## src/rtl/period_meter.sv

```systemverilog
// Measures the clk-cycle distance between consecutive rising edges of an asynchronous input.
// The block reports each captured period with a valid pulse, and pulses timeout when edges stop arriving.
module period_meter #(
  parameter int CNT_W   = 16,
  parameter int TIMEOUT = 65535
) (
  input  logic             clk,
  input  logic             rst,
  input  logic             sig_in,
  input  logic             meas_en,
  output logic [CNT_W-1:0] period,
  output logic             period_valid,
  output logic             timeout,
  output logic             busy
);

  // state   | meaning
  // IDLE    | not measuring, counter held at 0
  // ARM     | waiting for the first rise that opens a period
  // MEASURE | counting between rises, capturing on each rise
  typedef enum logic [1:0] {IDLE, ARM, MEASURE} state_t;

  localparam logic [CNT_W-1:0] TC  = CNT_W'(TIMEOUT - 1);
  localparam logic [CNT_W-1:0] ONE = CNT_W'(1);

  state_t           state, state_nx;
  logic [CNT_W-1:0] cnt, cnt_nx;
  logic             sync1, sync2, sync3;
  logic             rise;
  logic             cap;
  logic             tout_nx;

  assign rise = sync2 & ~sync3;

  always_ff @(posedge clk or negedge rst) begin
    if (!rst) begin
      sync1 <= 1'b0;
      sync2 <= 1'b0;
      sync3 <= 1'b0;
    end else begin
      sync1 <= sig_in;
      sync2 <= sync1;
      sync3 <= sync2;
    end
  end

  always_ff @(posedge clk or negedge rst) begin
    if (!rst) begin
      state <= IDLE;
      cnt   <= '0;
    end else begin
      state <= state_nx;
      cnt   <= cnt_nx;
    end
  end

  // Enable beats rise, and rise beats the timeout compare.
  always_comb begin
    state_nx = state;
    cnt_nx   = '0;
    cap      = 1'b0;
    tout_nx  = 1'b0;
    case (state)
      IDLE: begin
        if (meas_en) state_nx = ARM;
      end
      ARM, MEASURE: begin
        if (!meas_en) begin
          state_nx = IDLE;
        end else if (rise) begin
          state_nx = MEASURE;
          cap      = (state == MEASURE);
        end else if (cnt == TC) begin
          state_nx = ARM;
          tout_nx  = 1'b1;
        end else begin
          cnt_nx = cnt + ONE;
        end
      end
      default: state_nx = IDLE;
    endcase
  end

  // cnt never exceeds TIMEOUT-1, so cnt+1 cannot wrap.
  always_ff @(posedge clk or negedge rst) begin
    if (!rst) begin
      period       <= '0;
      period_valid <= 1'b0;
      timeout      <= 1'b0;
      busy         <= 1'b0;
    end else begin
      if (cap) period <= cnt + ONE;
      period_valid <= cap;
      timeout      <= tout_nx;
      busy         <= (state_nx != IDLE);
    end
  end

endmodule

```

## config.mk

```make
export PLATFORM = sky130hd
export DESIGN_NAME = period_meter
export DESIGN_NICKNAME = d
export VERILOG_FILES = /design/src/rtl/period_meter.sv
export SDC_FILE = /design/constraint.sdc
export NUM_CORES = 1
export LEC_CHECK = 0
export BUFFER_PORTS_ARGS = -buffer_cell sky130_fd_sc_hd__buf_2
export CORE_MARGIN = 3
export CORE_UTILIZATION = 60
export DETAILED_ROUTE_END_ITERATION = 8
export PLACE_DENSITY = 0.94
export SLEW_MARGIN = 10
export SYNTH_ARGS = -nofsm -noshare
export SYNTH_HDL_FRONTEND = slang
export SYNTH_SLANG_ARGS = --single-unit
```

## constraint.sdc

```tcl
create_clock -name clk -period 2.3 [get_ports clk]
set_input_delay 0.345 -clock clk [delete_from_list [all_inputs] [get_ports clk]]
set_output_delay 0.345 -clock clk [all_outputs]
set_load 0.01 [all_outputs]
```

==> results_dict.tcl <==
set metrics [dict create \
    status "finished clean" \
    routed_wl_um 3030 \
    r2r_start "cnt[0]" \
    grt_util_met2 0.331 \
    avgSynthCellArea_um2 10.8 \
    drv_cap 0 \
    grt-ovfl-total 0 \
    finalCritPeriodShare 0.717 \
    syn_nets 167 \
    io_buffers 22 \
    timing.rr.end "cnt[6]" \
    total_leakage_power_uw 0.000909 \
    cts_inserted_buffers 5 \
    synth_edf_count 0 \
    async_reset_ff_frac 1.00 \
    fmax_mhz 607 \
    hold_violations 0 \
    tns_ps 0 \
    grt_use_met3 0.0828 \
    ff2ff_setup_slack_ps 650 \
    fp.dieW_um 59.3 \
    yosysUniqueCellTypes 28 \
    core_area_um2 2590 \
    die_area_um2 3520 \
    drtIter0Drc 51 \
    drt.antenna.violating_nets 0 \
    final_common_cell "dfrtp_1" \
    place_hpwl_um 2160 \
    top_usage_layer "met2" \
    start_util 0.658 \
    critical_path_class "reg2reg" \
    antenna_cells 0 \
    cp_top_family "simple AND/OR/NAND/NOR gates" \
    first_pass_iters 4 \
    fin_area_um2 1890 \
    grt_start_max_net_pins 41 \
    drc 0 \
    grt_usage 0.206 \
    htree_levels 2 \
    use_met1 0.242 \
    ys_warn_count 0 \
    p_per_area_nw_per_um2 729 \
    finalNetCount 193 \
    syn_to_final_growth_pct 11.0 \
    io_pins 23 \
    clk_latency_ps 350 \
    avgViaCountPerCell 5.60 \
    worstPathCellList "inv_1 -> ha_1 -> nand4_1 -> or4_4 -> nand2_4 -> nor2_1" \
    wire_per_inst_um 14.1 \
    worst_pin_slew_ps 827 \
    yosysTopAreaCell "dfrtp_1" \
    worstPathArrival_ps 1890 \
    startpoint_type "flop" \
    clkSlewWorstSetupHoldPaths_ps 110 \
    cts_sinks 40 \
    post_cts_buffers 0 \
    syn_area_um2 1700 \
    grt_pass1_vias 1167 \
    postSynthCellCount 158 \
    grt_pass1_wl_um 5210 \
    worst_r2r_path_depth 6 \
    place_congestion 0.822 \
    ys_seq_elements 40 \
    layout-drive-gt1-share 0.184 \
    postCtsHoldBufs 0 \
    root_buffer "clkbuf_4" \
    critPathMaxStageDelay_ps 470 \
    end_kind "flop" \
    finalSetupViolCount 0 \
    relSlewSlack 0.448 \
    critical-path-slowest-cell "dfrtp_1" \
    hold_path.class "in2async" \
    min_period_ps 1650 \
    fill_cells 182 \
    tritoncts "done" \
    slew_violations 0 \
    finalClockSkew_ps 11.0 \
    synth_top_area_frac 0.587 \
    yosysSeqAreaShare 0.587 \
    cts.path.max_buffers 2 \
    path_max_fanout 16 \
    placed_area_um2 1830 \
    critPathRequiredTime_ps 2540 \
    final_cell_mix "dfrtp_1, buf_2, nor2_1" \
    placementRows 18 \
    cts_resized 0 \
    cp_num_buf_inv 1 \
    die_h_um 59.3 \
    antenna_found_initial 0 \
    ys.flop_type "dfrtp_1" \
    rsz0062_at_grt "false" \
    vias 1204 \
    max-vdd-ir-drop_uv 851 \
    synthTopCellsByArea "dfrtp_1, o21ai_0, nor2_1, nand2_1, xnor2_1" \
]
## flip-flops by register name, summed over array words and instances (netlist names)
| register | count |
|---|---|
| cnt | 16 |
| period | 16 |
| state | 2 |
| busy | 1 |
| period_valid | 1 |
| sync1 | 1 |
| sync2 | 1 |
| sync3 | 1 |
| timeout | 1 |
## area by class of cell
type,count,area (µm²),share of cell area
Sequential cell,40,1000,0.529
Inverter,6,22.5,0.0119
Tap cell,30,37.5,0.0198
Multi-Input combinational cell,108,654,0.346
Timing Repair Buffer,23,118,0.0622
Clock buffer,8,58.8,0.0311
## worst max path at each step
stage                       endpoint  cells after the start      from  slack (ps)
final                         cnt[6]                      6    cnt[0]         650
after global routing          cnt[9]                      6  state[1]         530
after CTS                 period[12]                      5    cnt[0]         650
after detailed placement  period[12]                      5    cnt[0]         660
after global placement       cnt[12]                      4    cnt[7]         690
after floorplan              cnt[10]                      5    cnt[2]         760
## layer usage
metal	vias to the layer above	share of wire
met2	36	0.49
met1	575	0.43
met3	5	0.057
li1	588	-
met5	-	0
met4	0	0.020
## logic make-up (layout without fill, tap and decap cells)
logic type / after synthesis / in the layout / synth area share
AND/OR/NAND/NOR: 67 / 67 / 0.206
adder cells (fa/ha/maj): 5 / 5 / 0.0367
XOR/XNOR: 14 / 14 / 0.0720
AO/OA/AOI/OAI: 22 / 22 / 0.0690
buffers and inverters: 10 / 37 / 0.0286
flip-flops: 40 / 40 / 0.587
## report_power, final
group	leakage, µW	internal [µW]	switching [µW]
Sequential	0.000547	747	36.1
Clock	0.0000326	151	218
Combinational	0.000330	72.8	155
## through the flow
step / hold slack (ps) / worst slack (ps) / total power, µW / instances / util
after detailed placement: 343 / 663 / 1020 / 207 / 0.708
after global placement: 332 / 694 / 991 / 207 / 0.708
after floorplan: 49.4 / 758 / 951 / 158 / -
final: 80.6 / 652 / 1380 / 215 / 0.730
after global routing: 62.6 / 527 / 1460 / 215 / 0.730
after CTS: 80.1 / 646 / 1380 / 215 / 0.730
## cell usage after synthesis (all sizes together) (2+ instances only)
| library cell | number |
|---|---|
| a21oi | 2 |
| clkbuf | 3 |
| dfrtp | 40 |
| ha | 5 |
| inv | 6 |
| nand2 | 20 |
| nand3 | 6 |
| nand4 | 7 |
| nor2 | 20 |
| nor3 | 2 |
| nor4 | 5 |
| o21ai | 17 |
| xnor2 | 8 |
| xor2 | 6 |
Note: power is estimated with default switching activity, not from simulation.
